<file path="src/rtl/cnn_seq_pkg.sv">
// Shared types for the CNN layer sequencer: op-code layout, operation codes,
// sequencer states and the legal-operation test.
package cnn_seq_pkg;

    typedef enum logic [2:0] {
        OP_IDLE         = 3'b000,
        OP_CONV         = 3'b001,
        OP_CONV_POOL    = 3'b010,
        OP_FC           = 3'b011,
        OP_CONV_POOL_FC = 3'b110,
        OP_OUT          = 3'b111
    } op_e;

    typedef struct packed {
        logic [4:0] wdim;
        logic [5:0] nfilt;
        logic [2:0] op;
    } op_code_t;

    typedef enum logic [2:0] {
        S_IDLE,
        S_ISSUE,
        S_WAIT,
        S_GAP,
        S_DONE
    } seq_state_e;

    localparam int OP_W = 14;

    // OP_IDLE is deliberately not legal: it must never pulse the controller.
    function automatic logic is_legal_op(input logic [2:0] op);
        case (op)
            OP_CONV, OP_CONV_POOL, OP_FC, OP_CONV_POOL_FC, OP_OUT: return 1'b1;
            default:                                               return 1'b0;
        endcase
    endfunction

endpackage

</file>
<file path="src/rtl/cnn_layer_sequencer_prog_mem.sv">
// Layer program store: DEPTH x 14-bit register file, one synchronous write
// port and one asynchronous read port. Contents are not reset.
module cnn_seq_prog_mem
    import cnn_seq_pkg::*;
#(
    parameter int DEPTH = 16,
    parameter int AW    = $clog2(DEPTH)
) (
    input  logic          clk,
    input  logic          we,
    input  logic [AW-1:0] wr_addr,
    input  op_code_t      wr_data,
    input  logic [AW-1:0] rd_addr,
    output op_code_t      rd_data
);

    op_code_t mem [DEPTH];

    always_ff @(posedge clk) begin
        if (we) begin
            mem[wr_addr] <= wr_data;
        end
    end

    assign rd_data = mem[rd_addr];

endmodule

</file>
<file path="src/rtl/cnn_layer_sequencer.sv">
// Issues one op code per layer of a host-loaded program and waits for the
// controller's layer-done pulse. Optional per-layer watchdog: SEQ_TIMEOUT_EN.
//
// state   | meaning
// S_IDLE  | accepts program writes and start
// S_ISSUE | one cycle: op code on op_code_o (0 if the entry is skipped)
// S_WAIT  | waiting for layer_done_i
// S_GAP   | idle spacing before the next issue
// S_DONE  | one cycle: seq_done_o pulse, busy_o drops afterwards
module cnn_layer_sequencer
    import cnn_seq_pkg::*;
#(
    parameter int DEPTH       = 16,
    parameter int AW          = $clog2(DEPTH),
    parameter int GAP_CYC     = 2,
    parameter int TIMEOUT_CYC = 4096
) (
    input  logic            clk,
    input  logic            rst,
    input  logic            prog_valid_i,
    output logic            prog_ready_o,
    input  logic [AW-1:0]   prog_addr_i,
    input  logic [OP_W-1:0] prog_data_i,
    input  logic            start_i,
    input  logic [AW:0]     num_layers_i,
    input  logic            layer_done_i,
    output logic [OP_W-1:0] op_code_o,
    output logic            busy_o,
    output logic            seq_done_o,
    output logic            err_o,
    output logic [AW-1:0]   cur_layer_o
);

    if (DEPTH < 2 || GAP_CYC < 0 || GAP_CYC > 15 || TIMEOUT_CYC < 1) begin : g_bad_param
        $error("cnn_layer_sequencer: parameter out of range");
    end

    localparam logic [3:0] GAP_LD = 4'(GAP_CYC);
    localparam logic [AW:0] N_MAX = (AW + 1)'(DEPTH);

    seq_state_e  state;
    logic [AW:0] n_lat;
    logic [AW:0] l_idx;
    logic [AW:0] l_nxt;
    logic [3:0]  gap_cnt;
    logic [AW-1:0] rd_addr;
    op_code_t    rd_data;
    logic        prog_we;
    logic        issue_ok;
    logic        start_ok;

`ifdef SEQ_TIMEOUT_EN
    localparam int TW = $clog2(TIMEOUT_CYC + 1);
    localparam logic [TW-1:0] WAIT_LD = TW'(TIMEOUT_CYC - 1);
    logic [TW-1:0] wait_cnt;
`endif

    // In S_IDLE the read port already points at entry 0 so the first issue
    // can be registered on the same edge that accepts start.
    assign rd_addr  = (state == S_IDLE) ? '0 : l_idx[AW-1:0];
    assign prog_we  = prog_valid_i && prog_ready_o;
    assign issue_ok = is_legal_op(rd_data.op);
    assign start_ok = (num_layers_i != '0) && (num_layers_i <= N_MAX);
    assign l_nxt    = l_idx + 1'b1;

    cnn_seq_prog_mem #(
        .DEPTH (DEPTH),
        .AW    (AW)
    ) u_prog_mem (
        .clk     (clk),
        .we      (prog_we),
        .wr_addr (prog_addr_i),
        .wr_data (op_code_t'(prog_data_i)),
        .rd_addr (rd_addr),
        .rd_data (rd_data)
    );

    always_ff @(posedge clk) begin
        if (rst) begin
            state        <= S_IDLE;
            n_lat        <= '0;
            l_idx        <= '0;
            gap_cnt      <= '0;
            op_code_o    <= '0;
            prog_ready_o <= 1'b0;
            busy_o       <= 1'b0;
            seq_done_o   <= 1'b0;
            err_o        <= 1'b0;
            cur_layer_o  <= '0;
`ifdef SEQ_TIMEOUT_EN
            wait_cnt     <= '0;
`endif
        end else begin
            op_code_o  <= '0;
            seq_done_o <= 1'b0;
            case (state)
                S_IDLE: begin
                    prog_ready_o <= 1'b1;
                    if (start_i) begin
                        if (start_ok) begin
                            n_lat        <= num_layers_i;
                            l_idx        <= '0;
                            cur_layer_o  <= '0;
                            err_o        <= 1'b0;
                            busy_o       <= 1'b1;
                            prog_ready_o <= 1'b0;
                            op_code_o    <= issue_ok ? rd_data : '0;
                            state        <= S_ISSUE;
                        end else begin
                            err_o <= 1'b1;
                        end
                    end
                end
                S_ISSUE: begin
                    if (issue_ok) begin
`ifdef SEQ_TIMEOUT_EN
                        wait_cnt <= WAIT_LD;
`endif
                        state <= S_WAIT;
                    end else begin
                        err_o       <= 1'b1;
                        l_idx       <= l_nxt;
                        cur_layer_o <= l_nxt[AW-1:0];
                        gap_cnt     <= GAP_LD;
                        state       <= S_GAP;
                    end
                end
                S_WAIT: begin
                    if (layer_done_i) begin
                        l_idx       <= l_nxt;
                        cur_layer_o <= l_nxt[AW-1:0];
                        if (l_nxt == n_lat) begin
                            seq_done_o <= 1'b1;
                            state      <= S_DONE;
                        end else begin
                            gap_cnt <= GAP_LD;
                            state   <= S_GAP;
                        end
                    end
`ifdef SEQ_TIMEOUT_EN
                    else if (wait_cnt == '0) begin
                        err_o      <= 1'b1;
                        seq_done_o <= 1'b1;
                        state      <= S_DONE;
                    end else begin
                        wait_cnt <= wait_cnt - 1'b1;
                    end
`endif
                end
                S_GAP: begin
                    // A zero gap still spends one cycle here.
                    if (gap_cnt <= 4'd1) begin
                        if (l_idx >= n_lat) begin
                            seq_done_o <= 1'b1;
                            state      <= S_DONE;
                        end else begin
                            op_code_o <= issue_ok ? rd_data : '0;
                            state     <= S_ISSUE;
                        end
                    end else begin
                        gap_cnt <= gap_cnt - 4'd1;
                    end
                end
                S_DONE: begin
                    busy_o       <= 1'b0;
                    prog_ready_o <= 1'b1;
                    state        <= S_IDLE;
                end
                default: state <= S_IDLE;
            endcase
            if (layer_done_i && state != S_WAIT) begin
                err_o <= 1'b1;
            end
        end
    end

endmodule

</file>
<file path="config.mk">
export PLATFORM = sky130hd
export DESIGN_NAME = cnn_layer_sequencer
export DESIGN_NICKNAME = d
export VERILOG_FILES = /design/src/rtl/cnn_seq_pkg.sv /design/src/rtl/cnn_layer_sequencer_prog_mem.sv /design/src/rtl/cnn_layer_sequencer.sv
export SDC_FILE = /design/constraint.sdc
export NUM_CORES = 1
export LEC_CHECK = 0
export ABC_AREA = 1
export CAP_MARGIN = 30
export CELL_PAD_IN_SITES_DETAIL_PLACEMENT = 0
export CELL_PAD_IN_SITES_GLOBAL_PLACEMENT = 2
export CORE_UTILIZATION = 36
export DETAILED_ROUTE_END_ITERATION = 7
export HOLD_SLACK_MARGIN = 0.05
export MAX_ROUTING_LAYER = met4
export PLACE_DENSITY = 0.86
export SYNTH_ARGS = -nofsm -noshare
export SYNTH_HDL_FRONTEND = slang
export SYNTH_HIERARCHICAL = 1
export SYNTH_SLANG_ARGS = --single-unit
</file>
<file path="constraint.sdc">
create_clock -name clk -period 2.45 [get_ports clk]
set_clock_uncertainty 0.05 [all_clocks]
set_input_delay 0.3675 -clock clk [delete_from_list [all_inputs] [get_ports clk]]
set_output_delay 0.3675 -clock clk [all_outputs]
set_load 0.05 [all_outputs]
</file>
After elaboration in Yosys (flattened, before gate mapping)
Memory sizes are Yosys's and may differ from the RTL's.
Index checks and enable logic that the tools add are counted.
{"block": "classes", "n_addsub": 2, "n_lt_le_gt_ge": 3, "n_eq_ne": 20, "mux": 48, "reduce_logical": 16}
{"cell": "14-bit two-way mux", "n": 5}
{"cell": "4-bit two-way mux", "n": 9}
{"cell": "14-bit one-hot mux with 2 select lines", "n": 1}
{"cell": "4-bit one-hot mux with 3 select lines", "n": 2}
{"cell": "5-bit two-way mux", "n": 4}
{"cell": "3-bit two-way mux", "n": 6}
{"cell": "1-bit two-way mux", "n": 15}
{"cell": "5-bit one-hot mux with 3 select lines", "n": 1}
{"cell": "2-bit inequality test (second input constant)", "n": 7}
{"cell": "3-bit by 2-bit == test with 1-bit output (second input constant)", "n": 4}
{"cell": "3-bit one-hot mux with 4 select lines", "n": 1}
{"cell": "5-bit AND reduction", "n": 2}
{"cell": "3-bit == test (second input constant)", "n": 3}
{"cell": "3-bit AND reduction", "n": 3}
{"cell": "3-bit nonzero test", "n": 3}
{"cell": "1-bit one-hot mux with 2 select lines", "n": 4}
{"cell": "3-bit by 1-bit == test with 1-bit output (second input constant)", "n": 2}
{"cell": "3-bit by 2-bit inequality test with 1-bit output (second input constant)", "n": 2}
{"cell": "5-bit by 1-bit adder with 5-bit output (second input constant)", "n": 1}
{"cell": "5-bit == test", "n": 1}
{"cell": "5-bit greater-or-equal comparator", "n": 1}
{"cell": "5-bit less-or-equal comparator (second input constant)", "n": 1}
{"cell": "5-bit nonzero test", "n": 1}
{"cell": "5-bit OR reduction", "n": 1}
{"cell": "other kinds (7)", "n": 9}
{"block": "totals", "reg_bits": 39, "ramBits": 224, "input_bits": 28, "out_inout_bits": 22, "memories": 1}
{"name": "u_prog_mem.mem", "depth": 16, "word_bits": 14, "rd": 1, "rd_clocked_by_memory_dff": 0, "write_ports": 1, "line": "cnn_layer_sequencer_prog_mem.sv:17", "source": "op_code_t mem [DEPTH];"}

Depth between registers and ports, before layout
Gate-level depths: netlist of run 1.
An unclocked memory read counts as a cell.
{"block": "depth", "word_depth": 10, "ltp_mapped": 21}

Cells and area by module
The synthesis of run 1 kept the hierarchy.
{"mod": "cnn_seq_prog_mem", "n_inst": 1, "cells_per_inst": 929, "area_per_inst_um2": 9705.6, "seq_area_each_um2": 6726.5}
{"mod": "cnn_layer_sequencer", "n_inst": 1, "cells_per_inst": 246, "area_per_inst_um2": 1881.8, "seq_area_each_um2": 700.7}

Least setup slack after synthesis of run 1
Ideal clock, no wire load.
{"block": "synth_path", "path_type": "reg-to-reg", "start": "register state[0]", "end": "register cur_layer_o[0]", "setup_time_ns": 0.128, "arrival_time_ns": 2.376, "required_time_ns": 2.272, "slack_ns": -0.103, "path_stages_with_launch": 20, "n_path_buf": 3, "period_less_slack_ns": 2.553, "cell_sequence": "dfxtp_1 -> nor2_4 -> inv_2 -> nor2_4 -> nor2_1 -> buf_4 -> buf_6 -> buf_2 -> nand2_1 -> nand3_1 -> nand3_1 -> nand3_1 -> nand2_1 -> inv_1 -> o21ai_0 -> nor2_1 -> o211ai_2 -> nand2_1 -> o21ai_0 -> nor2_1"}
{"element": "start, declared", "line": "cnn_layer_sequencer.sv:41", "source": "seq_state_e state;"}
{"element": "start signal, assigned", "line": "cnn_layer_sequencer.sv:80", "source": "state <= S_IDLE;"}
{"element": "start signal, assigned", "line": "cnn_layer_sequencer.sv:108", "source": "state <= S_ISSUE;"}
{"element": "start signal, assigned", "line": "cnn_layer_sequencer.sv:119", "source": "state <= S_WAIT;"}
{"element": "end signal, assigned", "line": "cnn_layer_sequencer.sv:123", "source": "cur_layer_o <= l_nxt[AW-1:0];"}
{"element": "end signal, assigned", "line": "cnn_layer_sequencer.sv:131", "source": "cur_layer_o <= l_nxt[AW-1:0];"}
{"element": "end, declared", "line": "cnn_layer_sequencer.sv:31", "source": "output logic [AW-1:0] cur_layer_o"}

==> metrics.cfg, run 1 <==
[die]
die_area_um2=32910
core_um2=31640
die_h_um=181.4
ios=50
dieWidth_um=181.4
rows=65
start_util_pct=36.63

[clock_tree]
clk_pin_slew_worst_paths_ps=60
h-tree-depth=1
cts_made_buffers=28
clk_latency_ps=550
ctsHoldBuffers=0
root_buffer=clkbuf_16
clock-sinks=259
clk_path_buf_depth=3
cts_tree=yes

[sta]
final_max_slew_viol_count=0
fin_crit_sh_pct=95.17
maxSlewHeadroom_pct=52.71
period_needed_ps=2332
setup_violations=0
finalHoldViolCount=0
grt_setup_unrepaired=true
worst_pin_slew_ps=707.1
max_freq_ghz=0.4289
setup_ws_ps=118.3

[power]
peakVddDrop_mv=0.5822
p_leak_nw=5.923
cellPowerDensity_nw_per_um2=801.8

[logic_synthesis]
syn-num-nets=1211
ys_ff_latch=259
synthesis.area_um2=11590
syn_area_per_cell_um2=9.862
yosys_warnings=6
synth_cell_types=35
seq_area_frac_synth_pct=64.10
synthCells=1175
yosys.area.top_type=edfxtp_1
synthTopCellsByArea=edfxtp_1 (58%), nand2_1 (11%), nand3_1 (7.9%), inv_1 (6.5%), dfxtp_1 (6.0%)
synth_top_area_share_pct=58.05

[setup_path]
arrival_ps=2710
crit_path_max_fanout=5
crit_required_ps=2830
crit_buf_inv=5
cp_slowest_stage_delay_ps=330
path_class=flip-flop to flip-flop
critPathSlowestCell=dfxtp_2
cp-end-kind=flip-flop
crit_path_start=state[2]$_SDFFE_PP0P_
cp_top_family=simple AND/OR/NAND/NOR gates
path_cells=nor2_4, inv_2, nor2_4, buf_6, nor2_4, buf_4, clkbuf_16, nand2_1, nand3_1, nand3_1, nand2_2, o21ai_4, nor2_4, o211ai_2, buf_6, nand2_2, o21ai_1, nor2_1
start_kind=flip-flop
r2r-start=state[2]$_SDFFE_PP0P_
crit_top_cell=nor2_4

[worst_hold_path]
min_from=num_layers_i[1]
hold_path.class=input port to flip-flop

[place]
dp_slack_ps=-86.40
io_buffer_count=49
dp_hpwl_um=18280
globalplace.congestion=0.8012
dpl_cell_area_um2=12940

[cells_and_area]
syn_to_final_growth_pct=22.69
fillers=2936
postLayoutCellArea_um2=14220
multi_input_area_um2=3151
nets=1315
layout-drive-gt1-share_pct=13.77
regArea_um2=7430

[status]
status=finished clean

[drt]
route.detailed.drc=0
antenna_left=0
first_pass_iters=5
vias=8104
wl_um=29250
via_per_inst=4.759
wl_per_cell_um=17.18
drt_iter0_drc=509

[global_route]
grt_usage_pct=18.21
grt_start_max_net_pins=44
first_global_vias=7585
antenna_found_initial=0
grt_pass1_wl_um=44400
overflow=0

[job]
max_cap_violations=0

## tightest hold or removal path, delay by kind of cell
family	cells	cell delay [ps]
buffers and inverters	2	480
AO/OA/AOI/OAI	1	70
## final cells by class
type,count,area share [%]
well taps,402,3.538
flip-flops and latches,259,52.26
inverters,208,5.545
diodes,1,0.01760
clock buffers,33,5.210
clock inverters,18,1.989
repair buffers,125,9.277
multi-input cells,657,22.16
## worst paths after layout
check	to	slack, ps	cells after the start
min	n_lat[1]$_SDFFE_PP0P_	390	3
max	l_idx[3]$_SDFFE_PP0P_	120	18
max reg2reg	l_idx[3]$_SDFFE_PP0P_	120	18
min reg2reg	busy_o$_SDFFE_PP0P_	420	2
## cell usage in the layout (no fill, tap or decap), types with 10 or more instances in the layout
| cell type | netlist | routed |
|---|---|---|
| nand3_1 | 184 | 183 |
| a21oi_1 | 18 | 16 |
| buf_12 | 0 | 16 |
| buf_4 | 6 | 53 |
| inv_1 | 201 | 197 |
| edfxtp_1 | 224 | 224 |
| dfxtp_1 | 35 | 33 |
| nor2_1 | 50 | 45 |
| clkbuf_16 | 0 | 31 |
| nand2_1 | 341 | 333 |
| nor3b_2 | 9 | 10 |
| clkdlybuf4s50_1 | 0 | 49 |
## flip-flops by register name, summed over array words and instances, names as in the netlist
register        count
seq_done_o          1
cur_layer_o         3
n_lat               5
state               3
u_prog_mem/mem    224
prog_ready_o        1
l_idx               2
op_code_o          14
busy_o              1
err_o               1
gap_cnt             4
## logic make-up after synthesis
logic type | count (synthesis) | synth area share [%]
flops | 259 | 64.10
compound gates | 36 | 1.739
simple gates | 611 | 23.56
xor+xnor | 1 | 0.07560
fa+ha+maj | 8 | 0.8639
buf+inv | 260 | 9.664
## power by group
group | internal [W] | switching (W)
sequential | 0.00488 | 0.0000438
clock | 0.00290 | 0.00175
combinational | 0.000666 | 0.00116
total | 0.00844 | 0.00295
## cell usage after synthesis, drive strengths merged
cell,number
clkbuf,7
or2,1
a21oi,19
nand3,186
buf,45
nand3b,2
nor3,1
nand2,343
nand4,9
and3,1
ha,8
inv,208
o211ai,1
o21a,1
o21ai,15
xnor2,1
edfxtp,224
dfxtp,35
nor2,56
nor3b,12
## repair_timing
| action | 4_1_cts | 5_1_grt |
|---|---|---|
| resized for setup | 2 | 39 |
| cloned | 0 | 4 |
| endpoints found under the setup margin | 11 | 23 |
| buffers inserted | 0 | 10 |
| pin swaps | 0 | 15 |
## layer usage
layer	global-route usage [%]	routed length (um)	vias up
li1	-	-	4015
met1	22.73	12610	3860
met2	31.02	14770	173
met3	1.905	1062	56
met4	5.898	809	0
met5	-	0	-
## metrics by stage
stage	setup TNS (ps)	total power (W)	hold slack, ps	std cells	util, %
2_1_floorplan	0	0.006104	402.4	1175	-
3_3_place_gp	0	0.006708	416.0	1637	40.90
3_5_place_dp	-117.6	0.006711	411.0	1637	40.90
4_1_cts	0	0.01138	357.8	1688	44.16
5_1_grt	-440.8	0.01184	398.8	1702	44.93
6_report	0	0.01140	386.0	1703	44.94
(Power assumes the default switching activity.)
==> run 2: changes to the inputs <==
--- a/config.mk
+++ b/config.mk
@@ -11,6 +11,7 @@
 export CELL_PAD_IN_SITES_GLOBAL_PLACEMENT = 2
 export CORE_UTILIZATION = 36
 export DETAILED_ROUTE_END_ITERATION = 7
+export GPL_ROUTABILITY_DRIVEN = 0
 export HOLD_SLACK_MARGIN = 0.05
 export MAX_ROUTING_LAYER = met4
 export PLACE_DENSITY = 0.86
@@ -18,3 +19,4 @@
 export SYNTH_HDL_FRONTEND = slang
 export SYNTH_HIERARCHICAL = 1
 export SYNTH_SLANG_ARGS = --single-unit
+export TNS_END_PERCENT = 10
==> metrics.cfg, run 2 (same netlist as run 1, synthesis figures left out) <==
[drt]
drt_iter0_drc=544  ; +6.9%
via_per_inst=4.732  ; -0.55%
antenna_left=0  ; unchanged
wl_per_cell_um=17.12  ; -0.34%
route.detailed.drc=0  ; unchanged
vias=8045  ; -0.73%
wl_um=29100  ; -0.52%
first_pass_iters=5  ; unchanged

[power]
cellPowerDensity_nw_per_um2=801.6  ; about the same
power.total_w=0.01136  ; -0.34%
peakVddDrop_mv=0.5852  ; +0.51%
p_leak_nw=5.911  ; -0.19%

[sta]
finalHoldViolCount=0  ; unchanged
final_max_slew_viol_count=0  ; unchanged
maxSlewHeadroom_pct=52.41  ; -0.31 points
max_freq_ghz=0.4312  ; +0.53%
worst_pin_slew_ps=711.7  ; +4.566 ps
period_needed_ps=2319  ; -12.35 ps
grt_setup_unrepaired=true
setup_violations=0  ; unchanged
fin_crit_sh_pct=94.67  ; -0.50 points

[global_route]
grt_pass1_wl_um=44400  ; unchanged
overflow=0  ; unchanged
grt_start_max_net_pins=44  ; unchanged
antenna_found_initial=0  ; unchanged
first_global_vias=7585  ; unchanged
grt_usage_pct=18.21  ; unchanged

[worst_hold_path]
hold_path.class=input port to flip-flop
hold_depth=3  ; unchanged

[status]
status=finished clean

[cells_and_area]
layout-drive-gt1-share_pct=13.25  ; -0.52 points
postLayoutCellArea_um2=14170  ; -0.33%
regArea_um2=7430  ; unchanged
final_common_cell=nand2_1
fillers=2939  ; +0.10%
nets=1313  ; -0.15%
fin_util_pct=44.79  ; -0.15 points
multi_input_area_um2=3117  ; -1.1%
top_regs=u_prog_mem/mem x224, op_code_o x14, n_lat x5
insertedDiodeCount=0  ; -1
regMostFlops=u_prog_mem/mem
syn_to_final_growth_pct=22.29
final_cell_mix=nand2_1 (337), edfxtp_1 (224), inv_1 (198)
largest_register_ffs=224  ; unchanged
final_cell_count_no_fill=1700  ; -0.18%

[clock_tree]
clk_latency_ps=550  ; about the same
cts_made_buffers=28  ; unchanged
cts_tree=yes
clk_path_buf_depth=3  ; unchanged
clk_pin_slew_worst_paths_ps=60  ; about the same
clock-sinks=259  ; unchanged
root_buffer=clkbuf_16
h-tree-depth=1  ; unchanged

[die]
start_util_pct=36.63  ; unchanged
ios=50  ; unchanged
core_um2=31640  ; unchanged
die_h_um=181.4  ; unchanged
die_area_um2=32910  ; unchanged
dieWidth_um=181.4  ; unchanged
rows=65  ; unchanged

[setup_path]
ff2ff_path_depth=20  ; +2
cp-end-kind=flip-flop
crit_required_ps=2830  ; about the same
crit_path_max_fanout=6  ; +1
arrival_ps=2700  ; about the same
path_class=flip-flop to flip-flop
start_kind=flip-flop

[place]
dp_hpwl_um=18280  ; unchanged
dpl_cell_area_um2=12940  ; unchanged
io_buffer_count=49  ; unchanged
numPlacedInstances=1637  ; unchanged

[job]
max_cap_violations=0  ; unchanged

-- run 2: power by group --
part	total, W	internal, W	switching, W
registers	0.00492	0.00488	0.0000426
clock network	0.00465	0.00290	0.00175
logic	0.00179	0.000649	0.00114
-- run 2: stage by stage --
step           setup TNS (ps)  hold slack [ps]  setup WS, ps
2_1_floorplan               0            402.4         26.78
3_3_place_gp                0            416.0         81.98
3_5_place_dp           -117.6            411.0        -86.40
4_1_cts                     0            357.8         29.42
5_1_grt                -431.5            398.8        -68.42
6_report                    0            380.0         130.6
-- run 2: path summary, 6_finish.rpt --
path,start,endpoint,slack (ps)
worst max-delay path,state[2]$_SDFFE_PP0P_,cur_layer_o[2]$_SDFFE_PP0P_,130
worst min-delay path,num_layers_i[1],n_lat[1]$_SDFFE_PP0P_,380
worst max register to register,state[2]$_SDFFE_PP0P_,cur_layer_o[2]$_SDFFE_PP0P_,130
worst min register to register,busy_o$_SDFFE_PP0P_,busy_o$_SDFFE_PP0P_,420
-- run 2: timing repair --
item	in CTS	in global routing
gates cloned	0	3
gates resized for setup	2	28
pin swaps	0	13
endpoints found under the setup margin	11	23
hold buffers	0	0
buffers inserted	0	9
-- run 2: cell type report --
| class | count | area share (%) |
|---|---|---|
| multi-input combinational | 656 | 22.00 |
| clock inverter | 18 | 1.996 |
| sequential | 259 | 52.43 |
| timing repair buffer | 124 | 9.236 |
| tap | 402 | 3.550 |
| clock buffer | 33 | 5.227 |
| inverter | 208 | 5.563 |
-- run 2: routing by layer --
layer  share of wire [%]  track usage (%)  up-vias
met5                   0                -        -
li1                    -                -     4006
met4                 2.7            5.898        0
met3                 3.8            1.905       49
met1                  43            22.73     3812
met2                  51            31.02      178
-- run 2: critical path, cell delays in order (launching register included) --
cell      delay (ps)
dfxtp_2          330
nor2_4           110
inv_2             50
nor2_4           150
nor2_4            80
clkinv_4          90
buf_6            130
nand2_2           40
nand2_1           50
nand2_1           60
nand3_1           80
nand3_1           80
nand2_1           90
inv_2             50
o21ai_4          210
nor2_4            60
o211ai_2         190
buf_6            150
nand2_1           40
o21ai_0           70
nor2_1            50
